--- src/rtl/inst_sequencer_pkg.sv ---
// Shared definitions for inst_sequencer: FSM states, the 34-bit core
// instruction field map and helpers that build instruction words.
package inst_sequencer_pkg;

  localparam int unsigned INST_W = 34;
  localparam int unsigned CNT_W  = 11;

  localparam int unsigned I_ACC      = 33;
  localparam int unsigned I_CEN_P    = 32;
  localparam int unsigned I_WEN_P    = 31;
  localparam int unsigned I_AP_LSB   = 20;
  localparam int unsigned I_CEN_X    = 19;
  localparam int unsigned I_WEN_X    = 18;
  localparam int unsigned I_AX_LSB   = 7;
  localparam int unsigned I_OFIFO_RD = 6;
  localparam int unsigned I_IFIFO_WR = 5;
  localparam int unsigned I_IFIFO_RD = 4;
  localparam int unsigned I_L0_RD    = 3;
  localparam int unsigned I_L0_WR    = 2;
  localparam int unsigned I_EXEC     = 1;
  localparam int unsigned I_LOAD     = 0;

  // Both SRAMs deselected (active-low CEN/WEN high), every strobe low.
  localparam logic [INST_W-1:0] INST_IDLE = 34'h1_800C_0000;

  typedef enum logic [3:0] {
    S_IDLE,
    S_WW,
    S_WL0,
    S_KLOAD,
    S_KGAP,
    S_AW,
    S_AL0,
    S_EXEC,
    S_DRAIN,
    S_WB,
    S_DONE
  } state_t;

  function automatic logic [INST_W-1:0] xmem_op(input logic wr, input logic [CNT_W-1:0] addr);
    logic [INST_W-1:0] r;
    r                     = INST_IDLE;
    r[I_CEN_X]            = 1'b0;
    r[I_WEN_X]            = ~wr;
    r[I_AX_LSB +: CNT_W]  = addr;
    return r;
  endfunction

  function automatic logic [INST_W-1:0] pmem_wr(input logic [CNT_W-1:0] addr);
    logic [INST_W-1:0] r;
    r                     = INST_IDLE;
    r[I_CEN_P]            = 1'b0;
    r[I_WEN_P]            = 1'b0;
    r[I_AP_LSB +: CNT_W]  = addr;
    return r;
  endfunction

endpackage

--- src/rtl/inst_sequencer_phase_cnt.sv ---
// Loadable down-counter timing every sequencer phase; done_o marks the
// final step of the loaded length, en=0 holds the count.
module seq_phase_cnt
  import inst_sequencer_pkg::*;
#(
  parameter int unsigned W = CNT_W
) (
  input  logic         clk,
  input  logic         reset,
  input  logic         load,
  input  logic [W-1:0] load_val,
  input  logic         en,
  output logic         done_o
);

  logic [W-1:0] count;

  always_ff @(posedge clk) begin
    if (reset) begin
      count <= '0;
    end else if (load) begin
      count <= load_val;
    end else if (en && (count != '0)) begin
      count <= count - W'(1);
    end
  end

  assign done_o = (count == '0);

endmodule

--- src/rtl/inst_sequencer.sv ---
// Layer-level instruction generator in front of core: host load, L0 fill,
// kernel load, execute, drain and psum writeback. Optional INST_SEQ_PAUSE_EN
// adds a pause input that freezes the pass.
module inst_sequencer
  import inst_sequencer_pkg::*;
#(
  parameter int          bw        = 4,
  parameter int          psum_bw   = 16,
  parameter int          col       = 8,
  parameter int          row       = 8,
  parameter int          len_act   = 36,
  parameter logic [10:0] W_BASE    = 11'h400,
  parameter int          DRAIN_CYC = 16
) (
  input  logic                clk,
  input  logic                reset,
  input  logic                start,
  input  logic [bw*row-1:0]   in_data,
  input  logic                in_valid,
  output logic                in_ready,
  input  logic                ofifo_valid,
`ifdef INST_SEQ_PAUSE_EN
  input  logic                pause,
`endif
  output logic [INST_W-1:0]   inst,
  output logic [bw*row-1:0]   D_xmem,
  output logic                busy,
  output logic                done
);

  if (psum_bw < 1 || len_act > int'(W_BASE) || DRAIN_CYC < row + col) begin : g_param_check
    $error("inst_sequencer: illegal parameter combination");
  end

  state_t             state, next_state;
  logic [CNT_W-1:0]   idx, idx_d;
  logic               pend, pend_d;
  logic               cnt_load, cnt_en, cnt_last;
  logic [CNT_W-1:0]   cnt_val;
  logic [INST_W-1:0]  inst_d;
  logic [bw*row-1:0]  dx_d;
  logic               in_ready_d, busy_d, done_d;
  logic               hs, freeze, pause_i;

`ifdef INST_SEQ_PAUSE_EN
  assign pause_i = pause;
`else
  assign pause_i = 1'b0;
`endif

  assign hs = in_valid && in_ready;
  // in_ready is registered, so a handshake already offered when pause rises
  // is honoured instead of being dropped.
  assign freeze = pause_i && !hs && (state != S_DONE);

  seq_phase_cnt #(.W(CNT_W)) u_phase_cnt (
    .clk      (clk),
    .reset    (reset),
    .load     (cnt_load),
    .load_val (cnt_val),
    .en       (cnt_en),
    .done_o   (cnt_last)
  );

  always_comb begin
    next_state = state;
    idx_d      = idx;
    pend_d     = pend;
    cnt_load   = 1'b0;
    cnt_val    = '0;
    cnt_en     = 1'b0;
    inst_d     = INST_IDLE;
    dx_d       = '0;

    if (freeze) begin
      if (pend) begin
        inst_d = pmem_wr(idx);
        idx_d  = idx + CNT_W'(1);
        pend_d = 1'b0;
      end
    end else begin
      unique case (state)
        S_IDLE: begin
          if (start) begin
            next_state = S_WW;
            cnt_load   = 1'b1;
            cnt_val    = CNT_W'(col - 1);
            idx_d      = '0;
          end
        end
        S_WW: begin
          if (hs) begin
            inst_d = xmem_op(1'b1, W_BASE + idx);
            dx_d   = in_data;
            cnt_en = 1'b1;
            idx_d  = idx + CNT_W'(1);
            if (cnt_last) begin
              next_state = S_WL0;
              cnt_load   = 1'b1;
              cnt_val    = CNT_W'(col);
              idx_d      = '0;
            end
          end
        end
        S_WL0: begin
          if (idx < CNT_W'(col)) inst_d = xmem_op(1'b0, W_BASE + idx);
          if (idx != '0) inst_d[I_L0_WR] = 1'b1;
          cnt_en = 1'b1;
          idx_d  = idx + CNT_W'(1);
          if (cnt_last) begin
            next_state = S_KLOAD;
            cnt_load   = 1'b1;
            cnt_val    = CNT_W'(col - 1);
            idx_d      = '0;
          end
        end
        S_KLOAD: begin
          inst_d[I_L0_RD] = 1'b1;
          inst_d[I_LOAD]  = 1'b1;
          cnt_en          = 1'b1;
          if (cnt_last) begin
            next_state = S_KGAP;
            cnt_load   = 1'b1;
            cnt_val    = CNT_W'(row - 1);
          end
        end
        S_KGAP: begin
          cnt_en = 1'b1;
          if (cnt_last) begin
            next_state = S_AW;
            cnt_load   = 1'b1;
            cnt_val    = CNT_W'(len_act - 1);
            idx_d      = '0;
          end
        end
        S_AW: begin
          if (hs) begin
            inst_d = xmem_op(1'b1, idx);
            dx_d   = in_data;
            cnt_en = 1'b1;
            idx_d  = idx + CNT_W'(1);
            if (cnt_last) begin
              next_state = S_AL0;
              cnt_load   = 1'b1;
              cnt_val    = CNT_W'(len_act);
              idx_d      = '0;
            end
          end
        end
        S_AL0: begin
          if (idx < CNT_W'(len_act)) inst_d = xmem_op(1'b0, idx);
          if (idx != '0) inst_d[I_L0_WR] = 1'b1;
          cnt_en = 1'b1;
          idx_d  = idx + CNT_W'(1);
          if (cnt_last) begin
            next_state = S_EXEC;
            cnt_load   = 1'b1;
            cnt_val    = CNT_W'(len_act - 1);
          end
        end
        S_EXEC: begin
          inst_d[I_L0_RD] = 1'b1;
          inst_d[I_EXEC]  = 1'b1;
          cnt_en          = 1'b1;
          if (cnt_last) begin
            next_state = S_DRAIN;
            cnt_load   = 1'b1;
            cnt_val    = CNT_W'(DRAIN_CYC - 1);
          end
        end
        S_DRAIN: begin
          cnt_en = 1'b1;
          if (cnt_last) begin
            next_state = S_WB;
            idx_d      = '0;
            pend_d     = 1'b0;
          end
        end
        S_WB: begin
          // idx counts pmem writes issued; pend marks a read awaiting its write
          if ((idx == CNT_W'(len_act)) && !pend) begin
            next_state = S_DONE;
          end else begin
            if (pend) begin
              inst_d = pmem_wr(idx);
              idx_d  = idx + CNT_W'(1);
              pend_d = 1'b0;
            end
            if (ofifo_valid &&
                (({1'b0, idx} + {{CNT_W{1'b0}}, pend}) < (CNT_W+1)'(len_act))) begin
              inst_d[I_OFIFO_RD] = 1'b1;
              pend_d             = 1'b1;
            end
          end
        end
        S_DONE: next_state = S_IDLE;
        default: next_state = S_IDLE;
      endcase
    end

    inst_d[I_ACC]      = 1'b0;
    inst_d[I_IFIFO_WR] = 1'b0;
    inst_d[I_IFIFO_RD] = 1'b0;

    in_ready_d = ((next_state == S_WW) || (next_state == S_AW)) && !pause_i;
    busy_d     = (next_state != S_IDLE);
    done_d     = (next_state == S_DONE);
  end

  always_ff @(posedge clk) begin
    if (reset) begin
      state    <= S_IDLE;
      idx      <= '0;
      pend     <= 1'b0;
      inst     <= INST_IDLE;
      D_xmem   <= '0;
      in_ready <= 1'b0;
      busy     <= 1'b0;
      done     <= 1'b0;
    end else begin
      state    <= next_state;
      idx      <= idx_d;
      pend     <= pend_d;
      inst     <= inst_d;
      D_xmem   <= dx_d;
      in_ready <= in_ready_d;
      busy     <= busy_d;
      done     <= done_d;
    end
  end

endmodule
--- config.mk ---
export PLATFORM = sky130hd
export DESIGN_NAME = inst_sequencer
export DESIGN_NICKNAME = d
export VERILOG_FILES = /design/src/rtl/inst_sequencer_pkg.sv /design/src/rtl/inst_sequencer_phase_cnt.sv /design/src/rtl/inst_sequencer.sv
export SDC_FILE = /design/constraint.sdc
export NUM_CORES = 1
export LEC_CHECK = 0
export BUFFER_PORTS_ARGS = -buffer_cell sky130_fd_sc_hd__buf_2
export CORE_MARGIN = 5
export CORE_UTILIZATION = 53
export CTS_BUF_LIST = sky130_fd_sc_hd__clkbuf_4
export CTS_CLUSTER_SIZE = 28
export DETAILED_ROUTE_END_ITERATION = 12
export PLACE_DENSITY = 0.82
export RECOVER_POWER = 50
export SYNTH_ARGS = -nofsm -noshare
export SYNTH_HDL_FRONTEND = slang
export SYNTH_SLANG_ARGS = --single-unit
--- constraint.sdc ---
create_clock -name clk -period 2.8 [get_ports clk]
set_clock_uncertainty 0.15 [all_clocks]
set_input_delay 0.28 -clock clk [delete_from_list [all_inputs] [get_ports clk]]
set_output_delay 0.28 -clock clk [all_outputs]
set_load 0.01 [all_outputs]
# [After elaboration in Yosys (flattened, before gate mapping)]
# Index checks and enable logic that the tools add are counted.
[totals] ff_bits=96 inputBits=37 out_inout_bits=69
[classes] n_addsub=4 n_lt_le_gt_ge=3 n_eq_ne=19 muxes=55 bitwise=2 reduce_logical=24
[op_table] op="one-hot mux 29 bit (5 select lines)" count=1
[op_table] op="one-hot mux 11 bit (6 select lines)" count=2
[op_table] op="2-to-1 mux 11 bit" count=9
[op_table] op="2-to-1 mux 20 bit" count=4
[op_table] op="2-to-1 mux 33 bit" count=2
[op_table] op="2-to-1 mux 4 bit" count=15
[op_table] op="one-hot mux 4 bit (10 select lines)" count=1
[op_table] op="nonzero test 11 bit" count=2
[op_table] op="equality test 4 x 3 -> 1 bit, second input constant" count=5
[op_table] op="one-hot mux 1 bit (6 select lines)" count=3
[op_table] op="adder 11 x 1 -> 12 bit" count=1
[op_table] op="equality test 4 bit, second input constant" count=3
[op_table] op="< comparator 12 x 6 -> 1 bit, second input constant" count=1
[op_table] op="2-to-1 mux 6 bit" count=2
[op_table] op="adder 11 x 1 -> 11 bit, second input constant" count=1
[op_table] op="adder 11 bit, first input constant" count=1
[op_table] op="equality test 11 x 6 -> 1 bit, second input constant" count=1
[op_table] op="logical NOT 11 bit" count=1
[op_table] op="< comparator 11 x 4 -> 1 bit, second input constant" count=1
[op_table] op="< comparator 11 x 6 -> 1 bit, second input constant" count=1
[op_table] op="subtractor 11 x 1 -> 11 bit, second input constant" count=1
[op_table] op="2-to-1 mux 1 bit" count=10
[op_table] op="OR reduction 2 bit" count=5
[op_table] op="equality test 4 x 1 -> 1 bit, second input constant" count=2
[op_table] op="other kinds (20)" count=32

# [Logic depth before layout (Yosys ltp)]
[logic_depth] word_depth=6 ltp_mapped=9 ltp_nobuf=8

# [Modules after synthesis]
# Synthesis repeated with hierarchy kept, for this count alone.
[hier_totals] hier_cells=407 hier_area_um2=3738.6
[by_module_without_submodules] mod="inst_sequencer" instances=1 cells_each=330 area_each_um2=3064.2
[by_module_without_submodules] mod="seq_phase_cnt" instances=1 cells_each=77 area_each_um2=674.4

# [Worst setup path after synthesis]
# OpenSTA, ideal clock, no wires.
[synth_timing] path_kind="flip-flop to flip-flop" start="reg u_phase_cnt.count[0]" end="reg idx[10]" setup_time_ns=0.070 t_arrival_ns=1.839 t_required_ns=2.580 setup_slack_ns=0.742 path_stages_with_launch=10 path_cell_list="dfxtp_1 > inv_1 > ha_1 > nor4b_4 > and3_4 > o311a_4 > buf_4 > a21o_1 > buf_2 > a21oi_1"
[synth_via] elab_chain_len=4 word_cells_on_any_way=6 classes_between="1 x eq/ne; 3 x mux; 2 x reduce/logical"
[synth_rtl] item="from (decl)" line="inst_sequencer_phase_cnt.sv:16" text="logic [W-1:0] count;"
[synth_rtl] item="from (signal assigned)" line="inst_sequencer_phase_cnt.sv:22" text="count <= load_val;"
[synth_rtl] item="from (signal assigned)" line="inst_sequencer_phase_cnt.sv:24" text="count <= count - W'(1);"
[synth_rtl] item="logical NOT 11 bit (*)" line="inst_sequencer_phase_cnt.sv:28" text="assign done_o = (count == '0);"
[synth_rtl] item="2-to-1 mux 11 bit" line="inst_sequencer.sv:97, inst_sequencer.sv:110, inst_sequencer.sv:142"
[synth_rtl] item="2-to-1 mux 11 bit" line="inst_sequencer.sv:92" text="if (hs) begin"
[synth_rtl] item="one-hot mux 11 bit (6 select lines)" line="inst_sequencer.sv:82" text="unique case (state)"
[synth_rtl] item="to (signal assigned)" line="inst_sequencer.sv:222" text="idx <= idx_d;"
[synth_rtl] item="to (decl)" line="inst_sequencer.sv:36" text="logic [CNT_W-1:0] idx, idx_d;"
# Every way passes the cells marked *; elsewhere a longest branch is shown, timed or not. The select of a mux whose other input is x is not followed.
# A chain may end at the register's enable or synchronous reset.

# [Final worst setup path]
[layout_timing] start="reg u_phase_cnt.count[0]" end="reg done"
[layout_via] elab_chain_len=5 word_cells_on_any_way=13 classes_between="1 x eq/ne; 11 x mux; 1 x reduce/logical"
[layout_rtl] item="logical NOT 11 bit (*)" line="inst_sequencer_phase_cnt.sv:28"
[layout_rtl] item="2-to-1 mux 4 bit, on equally long branches" line="inst_sequencer.sv:142, inst_sequencer.sv:97"
[layout_rtl] item="2-to-1 mux 4 bit, on equally long branches" line="inst_sequencer.sv:137, inst_sequencer.sv:92"
[layout_rtl] item="one-hot mux 4 bit (10 select lines) (*)" line="inst_sequencer.sv:82"
[layout_rtl] item="equality test 4 bit (*)" line="inst_sequencer.sv:207" text="done_d = (next_state == S_DONE);"
[layout_rtl] item="to (signal assigned)" line="inst_sequencer.sv:228" text="done <= done_d;"
[layout_rtl] item="to (decl)" line="inst_sequencer.sv:28" text="output logic done"
# Every way passes the cells marked *; elsewhere a longest branch is shown, timed or not.

==> out/results.tsv <==
metric	value	unit
status	completed	
die_w	92.14	µm
cp-start-kind	register	
synth-async-reset-ratio	0	
rsz0062_at_grt	false	
crit-reg2reg-launch	u_phase_cnt.count[0]	
rows	30	
grt_first_pass_wirelength	14.90	mm
fin_nets	542	
antenna_found_initial	0	
slew_headroom	0.5674	
nFillCells	538	
drcViolationCount	0	
netSwitchingFraction	0.2673	
fin_crit_sh	0.8471	
ys.flop_type	dfxtp_1	
slowest_delay	0.51	ns
ioPinCount	106	
yosysMostFrequentCell	dfxtp_1	
tightestPinTransition	0.6399	ns
cts_root_buf	clkbuf_4	
ys_top_cells_by_count	92 x dfxtp_1, 52 x and2_1, 38 x nor2_1	
yosysSeqAreaShare	0.5150	
start_util	0.5352	
wl	9.245	mm
synthCells	372	
antennaDiodeCount	0	
cp.buffers_inverters	1	
cts_num_sinks	92	
holdCritPathClass	input pin to register	
synthDistinctLibCells	58	
seq_power_share	0.541	
dpl_cell_area	0.004106	mm²
cts_resized	0	
r2r_end	done	
vdd_drop_max	0.2589	mV
coreArea	0.006681	mm²
clkPwrFrac	0.327	
synth_area	0.003576	mm²
yosysWarnings	0	
netSwitchingPower	0.6802	mW
vias_per_cell	5.224	
final_area	0.004499	mm²
synth_area_leaders	dfxtp_1 52%, and2_1 9.1%, nor2_1 4.0%, xnor2_1 2.4%, xor2_1 2.4%	
numCtsBuffers	9	
p_per_area	565.5	mW/mm²
grt-ovfl-total	0	
arrival	2.56	ns
cp_max_fo	5	
synth_top_area_frac	0.5150	
fin_setup_tns	0	ns
min_path_cells	4	
clkLatencyLatePin	0.43	ns
cts_tree	built	
cap_violations	0	
vias	3061	
ys_seq_elements	92	
place_hpwl	5.834	mm
crit_chain	inv_1, ha_1, nor4b_4, and3_4, nand2_1, a222oi_1, nor2_1, and3b_1	
firstDrtPassIters	4	
die_area	0.008490	mm²
dieHeight	92.14	µm
hold-path-endpoint	inst[6]	
cp_slowest_cell	a222oi_1	
drive_above_1_share	0.1383	
slew_violations	0	
placement.io_buffers	102	
crit_family	simple AND/OR/NAND/NOR gates	
wl_per_cell	15.78	µm
critical_path_class	register to register	
h-tree-depth	3	
reg2reg_depth	8	
cts_setup_buffers	0	
max-clock-path-buffers	2	
routabilityCongestion	0.8864	
final_antenna_net_count	0	
finalCriticalPeriod	2.372	ns
hold_viol	0	
clk_pin_slew	0.14	ns
max_freq	421.6	MHz
finalSetupViolCount	0	
synth_edf_count	0	
drt_iter0_drc	200	
synthToLayoutAreaGrowth	25.82	%
crit_required	2.99	ns
p_int	1.864	mW
syn_area_per_cell	9.613	µm²
track_usage	0.2216	
path_depth	8	
grt_pass1_vias	2975	
ff2ff_setup_slack	0.43	ns
comb_power_share	0.132	
p_leak	1.789	nW
end_kind	register	
fin_util	0.6734	
grt_max_degree	25	
hp-start	ofifo_valid	
yosysTopAreaCell	dfxtp_1	
## worst min-delay path: cells and delay by family
kind	cells	cell delay (ns)
buffers and inverters	1	0.10
AO/OA/AOI/OAI	1	0.07
AND/OR/NAND/NOR	2	0.19
## metrics by stage
step	hold slack [ns]	setup slack, ns	std cells	power, mW
2_1_floorplan	0.2517	0.7417	374	1.627
3_3_place_gp	0.2776	0.6018	539	1.690
3_5_place_dp	0.2818	0.5319	539	1.698
4_1_cts	0.07204	0.4467	586	2.546
5_1_grt	0.1071	0.1415	586	2.651
6_report	0.09314	0.4280	586	2.545
## registers in the layout (all words and copies together) (netlist names)
signal             count
done                   1
in_ready               1
pend                   1
D_xmem                32
busy                   1
idx                   11
inst                  30
state                  4
u_phase_cnt.count     11
## power groups by stage
stage	clock (mW)	combinational, mW	sequential (mW)
2_1_floorplan	0	0.231	1.40
3_3_place_gp	0	0.288	1.40
3_5_place_dp	0	0.294	1.40
4_1_cts	0.837	0.332	1.38
5_1_grt	0.896	0.371	1.38
6_report	0.832	0.335	1.38
## cells in the final DEF, fill, tap and decap left out, types with 2 or more instances in the layout
cell / count
a21oi_1: 8
nor3_1: 10
and2_1: 48
and3_1: 6
clkbuf_4: 9
and3b_1: 2
inv_6: 3
dfxtp_1: 92
conb_1: 3
nand2_1: 22
nor4b_1: 3
a211oi_1: 3
nand3_2: 3
buf_2: 36
nor2_1: 39
nand3_1: 8
a31oi_1: 4
a2bb2oi_1: 2
dlygate4sd3_1: 32
o31ai_1: 5
nand3b_1: 2
nand2b_1: 3
nand4_1: 3
inv_1: 11
o21ai_0: 6
nor4_1: 5
bufinv_16: 2
xnor2_1: 10
ha_1: 3
o21a_1: 2
and2_0: 4
or4_1: 2
clkbuf_1: 67
xor2_1: 10
a21oi_2: 5
nor2b_1: 5
buf_4: 3
## cells by family after synthesis
family          share of synthesized area
other cells                      0.001049
simple gates                       0.2813
compound gates                    0.09448
fa+ha+maj                         0.01050
flops                              0.5150
buf+inv                           0.04444
xor+xnor                          0.04898
mux                              0.004198
## worst max path at each step
| stage | end | from |
|---|---|---|
| after floorplan | idx[10] | u_phase_cnt.count[0] |
| after global placement | idx[10] | u_phase_cnt.count[0] |
| after detailed placement | idx[9] | u_phase_cnt.count[0] |
| after CTS | done | u_phase_cnt.count[0] |
| after global routing | idx[3] | u_phase_cnt.count[0] |
| final | done | u_phase_cnt.count[0] |
## layout make-up
class / instances / area, µm² / area share
tap: 80 / 100.1 / 0.02225
clock inverter: 6 / 93.84 / 0.02086
sequential: 92 / 1842 / 0.4093
inverter: 11 / 41.29 / 0.009177
timing repair buffer: 138 / 774.5 / 0.1721
multi-input combinational: 250 / 1580 / 0.3512
clock buffer: 9 / 67.56 / 0.01502
## per-layer routing
metal / part of all wire / routed length [µm] / vias to the layer above / global-route usage
li1: - / - / 1504 / -
met1: 0.41 / 3756 / 1439 / 0.2646
met2: 0.52 / 4765 / 103 / 0.3954
met3: 0.061 / 568 / 15 / 0.04184
met4: 0.017 / 153 / 0 / 0.07921
met5: 0 / 0 / - / 0
## repair_timing
item | in CTS | in global routing
endpoints found under the hold margin | 32 | 0
hold buffers | 32 | 0
setup endpoints to repair | 0 | 0
Note: power is estimated with default switching activity, not from simulation.
